### config.mk
export PLATFORM = sky130hd
export DESIGN_NAME = axi_lite_intr_slave_flat
export DESIGN_NICKNAME = d
export VERILOG_FILES = /design/src/rtl/axi_lite_intr_slave_if.sv /design/src/rtl/axi_lite_intr_slave.sv /design/src/flat_wrapper.sv
export SDC_FILE = /design/constraint.sdc
export NUM_CORES = 1
export LEC_CHECK = 0
export BUFFER_PORTS_ARGS = -buffer_cell sky130_fd_sc_hd__buf_4
export CAP_MARGIN = 20
export CORE_MARGIN = 1
export CORE_UTILIZATION = 29
export DETAILED_ROUTE_END_ITERATION = 8
export GPL_TIMING_DRIVEN = 0
export HOLD_SLACK_MARGIN = 0.06
export PLACE_DENSITY_LB_ADDON = 0.15
export SYNTH_ARGS = -nofsm -noshare
export SYNTH_HDL_FRONTEND = slang
export SYNTH_SLANG_ARGS = --single-unit
### constraint.sdc
create_clock -name ACLK -period 1.7 [get_ports ACLK]
set_clock_uncertainty 0.05 [all_clocks]
set_input_delay 0.17 -clock ACLK [delete_from_list [all_inputs] [get_ports ACLK]]
set_output_delay 0.17 -clock ACLK [all_outputs]
set_load 0.01 [all_outputs]
### src/rtl/axi_lite_intr_slave_if.sv
// AXI4-Lite channel bundle for the interrupt-controller register window.
interface axi_lite_intr_slave_if #(
   parameter int unsigned C_S_AXI_ADDR_WIDTH = 5,
   parameter int unsigned C_S_AXI_DATA_WIDTH = 32
);
   logic [C_S_AXI_ADDR_WIDTH-1:0]   S_AXI_AWADDR;
   logic [2:0]                      S_AXI_AWPROT;
   logic                            S_AXI_AWVALID;
   logic                            S_AXI_AWREADY;
   logic [C_S_AXI_DATA_WIDTH-1:0]   S_AXI_WDATA;
   logic [C_S_AXI_DATA_WIDTH/8-1:0] S_AXI_WSTRB;
   logic                            S_AXI_WVALID;
   logic                            S_AXI_WREADY;
   logic [1:0]                      S_AXI_BRESP;
   logic                            S_AXI_BVALID;
   logic                            S_AXI_BREADY;
   logic [C_S_AXI_ADDR_WIDTH-1:0]   S_AXI_ARADDR;
   logic [2:0]                      S_AXI_ARPROT;
   logic                            S_AXI_ARVALID;
   logic                            S_AXI_ARREADY;
   logic [C_S_AXI_DATA_WIDTH-1:0]   S_AXI_RDATA;
   logic [1:0]                      S_AXI_RRESP;
   logic                            S_AXI_RVALID;
   logic                            S_AXI_RREADY;

   modport slave (
      input  S_AXI_AWADDR, S_AXI_AWPROT, S_AXI_AWVALID,
      input  S_AXI_WDATA, S_AXI_WSTRB, S_AXI_WVALID,
      input  S_AXI_BREADY,
      input  S_AXI_ARADDR, S_AXI_ARPROT, S_AXI_ARVALID,
      input  S_AXI_RREADY,
      output S_AXI_AWREADY, S_AXI_WREADY,
      output S_AXI_BRESP, S_AXI_BVALID,
      output S_AXI_ARREADY,
      output S_AXI_RDATA, S_AXI_RRESP, S_AXI_RVALID
   );

   modport master (
      output S_AXI_AWADDR, S_AXI_AWPROT, S_AXI_AWVALID,
      output S_AXI_WDATA, S_AXI_WSTRB, S_AXI_WVALID,
      output S_AXI_BREADY,
      output S_AXI_ARADDR, S_AXI_ARPROT, S_AXI_ARVALID,
      output S_AXI_RREADY,
      input  S_AXI_AWREADY, S_AXI_WREADY,
      input  S_AXI_BRESP, S_AXI_BVALID,
      input  S_AXI_ARREADY,
      input  S_AXI_RDATA, S_AXI_RRESP, S_AXI_RVALID
   );
endinterface

### src/rtl/axi_lite_intr_slave.sv
// AXI4-Lite interrupt controller: sticky ISR capture, GIE/IER/IAR/IPR registers, registered irq.
// Optional macro INTR_SOFT_TRIGGER_EN turns word 0x14 into a write-only software trigger (ISTR).
module axi_lite_intr_slave #(
   parameter int unsigned C_NUM_OF_INTR      = 1,
   parameter int unsigned C_S_AXI_DATA_WIDTH = 32,
   parameter int unsigned C_S_AXI_ADDR_WIDTH = 5,
   parameter int unsigned C_IRQ_SENSITIVITY  = 1,
   parameter int unsigned C_IRQ_ACTIVE_STATE = 1
) (
   input  logic                     ACLK,
   input  logic                     ARESETN,
   axi_lite_intr_slave_if.slave     S_AXI_INTR,
   input  logic [C_NUM_OF_INTR-1:0] irq_src,
   output logic                     irq
);
   localparam int unsigned N  = C_NUM_OF_INTR;
   localparam int unsigned DW = C_S_AXI_DATA_WIDTH;
   localparam logic        IRQ_ACT  = 1'(C_IRQ_ACTIVE_STATE);
   localparam logic [2:0]  IDX_GIE  = 3'd0;
   localparam logic [2:0]  IDX_IER  = 3'd1;
   localparam logic [2:0]  IDX_ISR  = 3'd2;
   localparam logic [2:0]  IDX_IAR  = 3'd3;
   localparam logic [2:0]  IDX_IPR  = 3'd4;
   localparam logic [2:0]  IDX_ISTR = 3'd5;

   logic          r_awready, r_bvalid, r_arready, r_rvalid;
   logic [DW-1:0] r_rdata;
   logic          r_gie;
   logic [N-1:0]  r_ier, r_isr, r_src_d;
   logic          r_irq;

   logic          w_wr_fire, w_wr_hs, w_rd_hs;
   logic [2:0]    w_wr_idx, w_rd_idx;
   logic [DW-1:0] w_wmask, w_wbits, w_rd_mux;
   logic [N-1:0]  w_hit, w_ack, w_soft;
   logic          w_irq_cond;

   assign w_wr_fire = S_AXI_INTR.S_AXI_AWVALID & S_AXI_INTR.S_AXI_WVALID & ~r_bvalid & ~r_awready;
   assign w_wr_hs   = r_awready & S_AXI_INTR.S_AXI_AWVALID & S_AXI_INTR.S_AXI_WVALID;
   assign w_rd_hs   = r_arready & S_AXI_INTR.S_AXI_ARVALID;
   assign w_wr_idx  = S_AXI_INTR.S_AXI_AWADDR[4:2];
   assign w_rd_idx  = S_AXI_INTR.S_AXI_ARADDR[4:2];

   // Byte-strobe expansion so GIE/IER/IAR/ISTR only see enabled lanes
   always_comb begin
      w_wmask = '0;
      for (int b = 0; b < DW/8; b++) begin
         w_wmask[b*8 +: 8] = {8{S_AXI_INTR.S_AXI_WSTRB[b]}};
      end
   end
   assign w_wbits = S_AXI_INTR.S_AXI_WDATA & w_wmask;

   assign w_ack = (w_wr_hs && w_wr_idx == IDX_IAR) ? w_wbits[N-1:0] : '0;
`ifdef INTR_SOFT_TRIGGER_EN
   assign w_soft = (w_wr_hs && w_wr_idx == IDX_ISTR) ? w_wbits[N-1:0] : '0;
`else
   assign w_soft = '0;
`endif

   assign w_hit      = (C_IRQ_SENSITIVITY != 0) ? (irq_src & ~r_src_d) : irq_src;
   assign w_irq_cond = r_gie & (|(r_isr & r_ier));

   always_comb begin
      w_rd_mux = '0;
      case (w_rd_idx)
         IDX_GIE: w_rd_mux = DW'(r_gie);
         IDX_IER: w_rd_mux = DW'(r_ier);
         IDX_ISR: w_rd_mux = DW'(r_isr);
         IDX_IPR: w_rd_mux = DW'(r_isr & r_ier);
         default: w_rd_mux = '0;
      endcase
   end

   // Write channel and control registers
   always_ff @(posedge ACLK) begin
      if (!ARESETN) begin
         r_awready <= 1'b0;
         r_bvalid  <= 1'b0;
         r_gie     <= 1'b0;
         r_ier     <= '0;
      end else begin
         r_awready <= w_wr_fire;
         if (w_wr_hs)
            r_bvalid <= 1'b1;
         else if (S_AXI_INTR.S_AXI_BREADY)
            r_bvalid <= 1'b0;
         if (w_wr_hs && w_wr_idx == IDX_GIE && S_AXI_INTR.S_AXI_WSTRB[0])
            r_gie <= S_AXI_INTR.S_AXI_WDATA[0];
         if (w_wr_hs && w_wr_idx == IDX_IER)
            r_ier <= (r_ier & ~w_wmask[N-1:0]) | w_wbits[N-1:0];
      end
   end

   // Capture: a new hit beats a same-cycle acknowledge
   always_ff @(posedge ACLK) begin
      if (!ARESETN) begin
         r_isr   <= '0;
         r_src_d <= '0;
         r_irq   <= ~IRQ_ACT;
      end else begin
         r_isr   <= w_hit | w_soft | (r_isr & ~w_ack);
         r_src_d <= irq_src;
         r_irq   <= w_irq_cond ? IRQ_ACT : ~IRQ_ACT;
      end
   end

   // Read channel: data is snapshotted at the address handshake and held until RREADY
   always_ff @(posedge ACLK) begin
      if (!ARESETN) begin
         r_arready <= 1'b0;
         r_rvalid  <= 1'b0;
         r_rdata   <= '0;
      end else begin
         r_arready <= S_AXI_INTR.S_AXI_ARVALID & ~r_rvalid & ~r_arready;
         if (w_rd_hs) begin
            r_rvalid <= 1'b1;
            r_rdata  <= w_rd_mux;
         end else if (S_AXI_INTR.S_AXI_RREADY) begin
            r_rvalid <= 1'b0;
         end
      end
   end

   assign S_AXI_INTR.S_AXI_AWREADY = r_awready;
   assign S_AXI_INTR.S_AXI_WREADY  = r_awready;
   assign S_AXI_INTR.S_AXI_BVALID  = r_bvalid;
   assign S_AXI_INTR.S_AXI_BRESP   = 2'b00;
   assign S_AXI_INTR.S_AXI_ARREADY = r_arready;
   assign S_AXI_INTR.S_AXI_RVALID  = r_rvalid;
   assign S_AXI_INTR.S_AXI_RDATA   = r_rdata;
   assign S_AXI_INTR.S_AXI_RRESP   = 2'b00;
   assign irq                      = r_irq;
endmodule

### src/flat_wrapper.sv
// flat-port wrapper written by rule: the top's interface ports become plain ports
module axi_lite_intr_slave_flat 
#(
   parameter int unsigned C_NUM_OF_INTR      = 1,
   parameter int unsigned C_S_AXI_DATA_WIDTH = 32,
   parameter int unsigned C_S_AXI_ADDR_WIDTH = 5,
   parameter int unsigned C_IRQ_SENSITIVITY  = 1,
   parameter int unsigned C_IRQ_ACTIVE_STATE = 1
)
  (ACLK, ARESETN, irq_src, irq, S_AXI_INTR_S_AXI_AWADDR, S_AXI_INTR_S_AXI_AWPROT, S_AXI_INTR_S_AXI_AWVALID, S_AXI_INTR_S_AXI_WDATA, S_AXI_INTR_S_AXI_WSTRB, S_AXI_INTR_S_AXI_WVALID, S_AXI_INTR_S_AXI_BREADY, S_AXI_INTR_S_AXI_ARADDR, S_AXI_INTR_S_AXI_ARPROT, S_AXI_INTR_S_AXI_ARVALID, S_AXI_INTR_S_AXI_RREADY, S_AXI_INTR_S_AXI_AWREADY, S_AXI_INTR_S_AXI_WREADY, S_AXI_INTR_S_AXI_BRESP, S_AXI_INTR_S_AXI_BVALID, S_AXI_INTR_S_AXI_ARREADY, S_AXI_INTR_S_AXI_RDATA, S_AXI_INTR_S_AXI_RRESP, S_AXI_INTR_S_AXI_RVALID);
  axi_lite_intr_slave_if #(.C_S_AXI_ADDR_WIDTH(C_S_AXI_ADDR_WIDTH), .C_S_AXI_DATA_WIDTH(C_S_AXI_DATA_WIDTH)) S_AXI_INTR_i ();
  input  logic ACLK;
  input  logic ARESETN;
  input  logic [C_NUM_OF_INTR-1:0] irq_src;
  output logic irq;
  input wire logic [$bits(S_AXI_INTR_i.S_AXI_AWADDR)-1:0] S_AXI_INTR_S_AXI_AWADDR;
  input wire logic [$bits(S_AXI_INTR_i.S_AXI_AWPROT)-1:0] S_AXI_INTR_S_AXI_AWPROT;
  input wire logic [$bits(S_AXI_INTR_i.S_AXI_AWVALID)-1:0] S_AXI_INTR_S_AXI_AWVALID;
  input wire logic [$bits(S_AXI_INTR_i.S_AXI_WDATA)-1:0] S_AXI_INTR_S_AXI_WDATA;
  input wire logic [$bits(S_AXI_INTR_i.S_AXI_WSTRB)-1:0] S_AXI_INTR_S_AXI_WSTRB;
  input wire logic [$bits(S_AXI_INTR_i.S_AXI_WVALID)-1:0] S_AXI_INTR_S_AXI_WVALID;
  input wire logic [$bits(S_AXI_INTR_i.S_AXI_BREADY)-1:0] S_AXI_INTR_S_AXI_BREADY;
  input wire logic [$bits(S_AXI_INTR_i.S_AXI_ARADDR)-1:0] S_AXI_INTR_S_AXI_ARADDR;
  input wire logic [$bits(S_AXI_INTR_i.S_AXI_ARPROT)-1:0] S_AXI_INTR_S_AXI_ARPROT;
  input wire logic [$bits(S_AXI_INTR_i.S_AXI_ARVALID)-1:0] S_AXI_INTR_S_AXI_ARVALID;
  input wire logic [$bits(S_AXI_INTR_i.S_AXI_RREADY)-1:0] S_AXI_INTR_S_AXI_RREADY;
  output wire logic [$bits(S_AXI_INTR_i.S_AXI_AWREADY)-1:0] S_AXI_INTR_S_AXI_AWREADY;
  output wire logic [$bits(S_AXI_INTR_i.S_AXI_WREADY)-1:0] S_AXI_INTR_S_AXI_WREADY;
  output wire logic [$bits(S_AXI_INTR_i.S_AXI_BRESP)-1:0] S_AXI_INTR_S_AXI_BRESP;
  output wire logic [$bits(S_AXI_INTR_i.S_AXI_BVALID)-1:0] S_AXI_INTR_S_AXI_BVALID;
  output wire logic [$bits(S_AXI_INTR_i.S_AXI_ARREADY)-1:0] S_AXI_INTR_S_AXI_ARREADY;
  output wire logic [$bits(S_AXI_INTR_i.S_AXI_RDATA)-1:0] S_AXI_INTR_S_AXI_RDATA;
  output wire logic [$bits(S_AXI_INTR_i.S_AXI_RRESP)-1:0] S_AXI_INTR_S_AXI_RRESP;
  output wire logic [$bits(S_AXI_INTR_i.S_AXI_RVALID)-1:0] S_AXI_INTR_S_AXI_RVALID;
  assign S_AXI_INTR_i.S_AXI_AWADDR = S_AXI_INTR_S_AXI_AWADDR;
  assign S_AXI_INTR_i.S_AXI_AWPROT = S_AXI_INTR_S_AXI_AWPROT;
  assign S_AXI_INTR_i.S_AXI_AWVALID = S_AXI_INTR_S_AXI_AWVALID;
  assign S_AXI_INTR_i.S_AXI_WDATA = S_AXI_INTR_S_AXI_WDATA;
  assign S_AXI_INTR_i.S_AXI_WSTRB = S_AXI_INTR_S_AXI_WSTRB;
  assign S_AXI_INTR_i.S_AXI_WVALID = S_AXI_INTR_S_AXI_WVALID;
  assign S_AXI_INTR_i.S_AXI_BREADY = S_AXI_INTR_S_AXI_BREADY;
  assign S_AXI_INTR_i.S_AXI_ARADDR = S_AXI_INTR_S_AXI_ARADDR;
  assign S_AXI_INTR_i.S_AXI_ARPROT = S_AXI_INTR_S_AXI_ARPROT;
  assign S_AXI_INTR_i.S_AXI_ARVALID = S_AXI_INTR_S_AXI_ARVALID;
  assign S_AXI_INTR_i.S_AXI_RREADY = S_AXI_INTR_S_AXI_RREADY;
  assign S_AXI_INTR_S_AXI_AWREADY = S_AXI_INTR_i.S_AXI_AWREADY;
  assign S_AXI_INTR_S_AXI_WREADY = S_AXI_INTR_i.S_AXI_WREADY;
  assign S_AXI_INTR_S_AXI_BRESP = S_AXI_INTR_i.S_AXI_BRESP;
  assign S_AXI_INTR_S_AXI_BVALID = S_AXI_INTR_i.S_AXI_BVALID;
  assign S_AXI_INTR_S_AXI_ARREADY = S_AXI_INTR_i.S_AXI_ARREADY;
  assign S_AXI_INTR_S_AXI_RDATA = S_AXI_INTR_i.S_AXI_RDATA;
  assign S_AXI_INTR_S_AXI_RRESP = S_AXI_INTR_i.S_AXI_RRESP;
  assign S_AXI_INTR_S_AXI_RVALID = S_AXI_INTR_i.S_AXI_RVALID;
  axi_lite_intr_slave #(.C_NUM_OF_INTR(C_NUM_OF_INTR), .C_S_AXI_DATA_WIDTH(C_S_AXI_DATA_WIDTH), .C_S_AXI_ADDR_WIDTH(C_S_AXI_ADDR_WIDTH), .C_IRQ_SENSITIVITY(C_IRQ_SENSITIVITY), .C_IRQ_ACTIVE_STATE(C_IRQ_ACTIVE_STATE)) u_core (.ACLK(ACLK), .ARESETN(ARESETN), .S_AXI_INTR(S_AXI_INTR_i), .irq_src(irq_src), .irq(irq));
endmodule
======== Word level (Yosys, flattened, before mapping) ========
Index checks and enable logic that the tools add are counted.
operators by class
  mux-type cells .......................... 7
  bitwise gates (word level) .............. 24
  reduce and logical (&&, ||, !) cells .... 8
  equal/unequal tests ..................... 5
operators with widths
  operator                                             number
  one-hot mux 32 bit (4 select lines)                  1
  AND 1 bit                                            15
  inverter 1 bit                                       7
  equality test 3 x 1 -> 1 bit, second input constant  2
  equality test 3 x 2 -> 1 bit, second input constant  2
  zero test 3 bit                                      2
  2-to-1 mux 1 bit                                     6
  logical AND 1 bit                                    4
  nonzero test 2 bit                                   2
  equality test 3 bit, second input constant           1
  OR 1 bit                                             2
storage, ports and cells
  input port bits ......................... 60
  output and inout port bits .............. 42
  word-level logic and storage cells ...... 54
  bits in registers ....................... 41

======== Longest topological paths before layout ========
  depth in word-level cells ............... 7
  mapped depth ............................ 3

======== Worst setup path after synthesis ========
OpenSTA, ideal clock, no wires.
  path type ............................... register to register
  start point ............................. reg u_core.r_awready (netlist: u_core.S_AXI_INTR.S_AXI_AWREADY)
  end point ............................... reg (tool-made name)
  period minus slack after synthesis ...... 1.268 ns
  arrival time ............................ 1.148 ns
  required time ........................... 1.580 ns
  stages on the path, launching flop included .. 4
  buffers on the path ..................... 0
  setup slack ............................. 0.432 ns
  cell sequence ........................... dfxtp_1 -> nand3_2 -> or4_1 -> a21oi_1
RTL lines
  what                    line                       source
  from (decl)             axi_lite_intr_slave.sv:26  logic r_awready, r_bvalid, r_arready, r_rvalid;
  from (signal assigned)  axi_lite_intr_slave.sv:82  r_awready <= w_wr_fire;

==> summary.txt <==
CP Launch Type: register
Post-synthesis area per instance: 8.148 um2
Routed Wire Length: 1201 um
Global-route usage over all layers: 9.931%
Global placement routability congestion: 0.6826
Number of search-and-repair iterations in the first detailed-routing pass: 2
Input/output buffers: 22
Largest fanout on the critical path: 5
CTS Hold Buffers Added: 1
Site row count: 17
Synth cell count leaders: buf_4, dfxtp_1, nand2_1
R2R depth: 3
Share of cells above drive strength 1: 43.45%
Hold Crit Class: in -> reg
Result of the run: finished clean
Number of buffers added by the clock tree synthesis step: 3
Synth Area in Adders: 0%
Number of buffers inserted to repair setup after CTS: 0
Via Count: 600
Fraction of synthesized cell area taken by the top area cell type: 39.49%
Power per Cell Area: 591.0 nW/um2
Arrival time of data at the critical path endpoint: 1.44 ns
Number of top-level design ports: 102
Overall die area: 2558 um2
Post-synthesis mux area share: 2.925%
Most instantiated library cell after synthesis: buf_4
Most area-hungry cell type in the Yosys netlist: buf_4
Total standard cell area after synthesis: 684.4 um2
Starting Density: 30.94%
Total of cells resized after clock tree synthesis: 0
Simple logic cell fraction of the synthesized area: 19.74%
Max-cap violation count: 0
Initial DRC Count: 2
Number of failing setup endpoints in the final timing report: 0
Post-synthesis cell type count: 18
Number of enable flip-flop cells after synthesis: 0
XOR/XNOR Fraction of Synth Area: 0%
Tcrit/Tclk final: 75.92%
DP Wirelength: 1055 um
Overall power after layout: 0.6256 mW
Register bit count reported by yosys: 10
Complex-gate fraction of the synthesized area: 6.399%
Largest cells by area after synthesis: buf_4, dfxtp_1, nand2b_1, nand2_1, a21oi_1
Most instantiated flip-flop cell in the synthesis netlist: dfxtp_1
Proportion of synthesized flip-flops having asynchronous set or reset: 0%
Final core utilization: 47.85%
Via density per instance: 3.468
Sequential share of the synthesized area: 29.25%
Yosys warns: 0
CORE AREA: 2212 um2
Die Height: 50.58 um
Number of antenna violations at the first check in global routing: 0
Buffer type at the clock tree root: clkbuf_4
Endpoints failing hold: 0
Hold Slack: 0.1007 ns
Overflow after GRT: 0
Number of levels the H-tree was split into: 1
Count of clock tree sinks: 10
Mapped Cells: 84
Maximum number of pins on one net before global-route repair: 8
Synthesis-to-finish area growth: 54.66%
DRC violation count after routing: 0
Clock latency reported for the late side of the worst-skew pair: 0.26 ns
Width of the die: 50.58 um
Maximum cell stage delay along the critical path: 0.51 ns
Peak Freq: 0.7748 GHz
Cell type of the slowest stage on the worst timing path: or4_1
Routed Antenna Nets: 0
Worst Hold Depth: 3
TritonCTS clock tree: done
Setup TNS Final: 0 ns
Total leakage power: 0.5981 nW
Number of max-slew violations in the final report: 0
Wire length of the first global-routing pass: 1911 um
Min Clock Period, post-route: 1.291 ns
Combinational family with the most area after synthesis: buffers and inverters
Class of the most critical setup path: reg -> reg
Maximum clock insertion buffer count: 2
Clock-pin transition on the worst setup and hold timing paths: 0.07 ns
Average wire per cell in the routed design: 6.942 um
Final layout net count: 206
Count of antenna diodes in the layout: 0
RSZ-0062 raised after global routing: no
Worst path cell trace: nand3_2, or4_1, a21oi_1
Type of element capturing the critical path: register
Maximum vdd ir drop: 236.4 uV
Number of global-route vias before repair: 495
Required @ worst endpoint: 1.85 ns
-- final timing paths --
path / end / slack (ns) / from
worst min register to register: u_core.r_isr / 0.38 / u_core.r_src_d
worst max-delay path: register / 0.41 / u_core.S_AXI_INTR.S_AXI_AWREADY
worst max register to register: register / 0.41 / u_core.S_AXI_INTR.S_AXI_AWREADY
worst min-delay path: u_core.S_AXI_INTR.S_AXI_ARREADY / 0.10 / S_AXI_INTR_S_AXI_ARVALID
-- area by class of cell --
cell class,instances,area (um2)
Sequential cell,10,200.2
Multi-Input combinational cell,69,330.3
Inverter,3,11.26
Buffer,36,270.3
Timing Repair Buffer,23,175.2
Clock buffer,4,36.28
Tap cell,28,35.03
Fill cell,236,1154
-- sequential cells by signal (all words and copies together) (netlist names), named ones only --
name and cells:
u_core.r_gie 1, u_core.r_isr 1, u_core.S_AXI_INTR.S_AXI_RVALID 1, u_core.S_AXI_INTR.S_AXI_RDATA 1, u_core.S_AXI_INTR.S_AXI_AWREADY 1, u_core.irq 1
u_core.S_AXI_INTR.S_AXI_BVALID 1, u_core.r_src_d 1, u_core.S_AXI_INTR.S_AXI_ARREADY 1
-- cells by family (layout without fill, tap and decap cells) --
family                 Yosys count  in the layout
other                            1             35
flip-flops                      10             10
AND/OR/NAND/NOR                 25             25
AO/OA/AOI/OAI                    7              7
buffers and inverters           39             66
multiplexers                     2              2
-- layout by cell type (no fill, tap or decap), drive strengths merged, types with 2 or more instances in the layout --
| cell type | synthesis | layout |
|---|---|---|
| buf | 36 | 58 |
| mux2i | 2 | 2 |
| clkbuf | 0 | 4 |
| nand2 | 8 | 8 |
| a21oi | 4 | 4 |
| dfxtp | 10 | 10 |
| nand2b | 7 | 7 |
| nor3 | 3 | 3 |
| conb | 1 | 35 |
| inv | 3 | 3 |
| nand3 | 2 | 2 |
| nor4 | 2 | 2 |
-- worst max-delay path: cells and delay by family, from the launching register on --
family / cells / cell delay [ns]
and+or+nand+nor: 2 / 0.64
AOI/OAI and AO/OA: 1 / 0.14
DFF: 1 / 0.39
-- stage by stage --
stage          setup slack [ns]  std cells  cell area, um2
2_1_floorplan            0.4324        118           812.0
3_3_place_gp             0.4374        168            1012
3_5_place_dp             0.4222        168            1012
4_1_cts                  0.3977        173            1059
5_1_grt                  0.3285        173            1059
6_report                 0.4093        173            1059
-- routing by layer --
metal	global-route usage [%]	wire length [um]	vias to the layer above
met2	18.22	564	38
li1	-	-	323
met3	0.9091	138	2
met5	0	0	-
met4	6.944	19	0
met1	10.49	478	237
-- where the power goes --
group	total, mW	internal, mW	switching [mW]
Sequential	0.248	0.243	0.00558
Clock	0.213	0.130	0.0827
Combinational	0.165	0.0935	0.0714
Total	0.626	0.466	0.160
(Power assumes the default switching activity.)
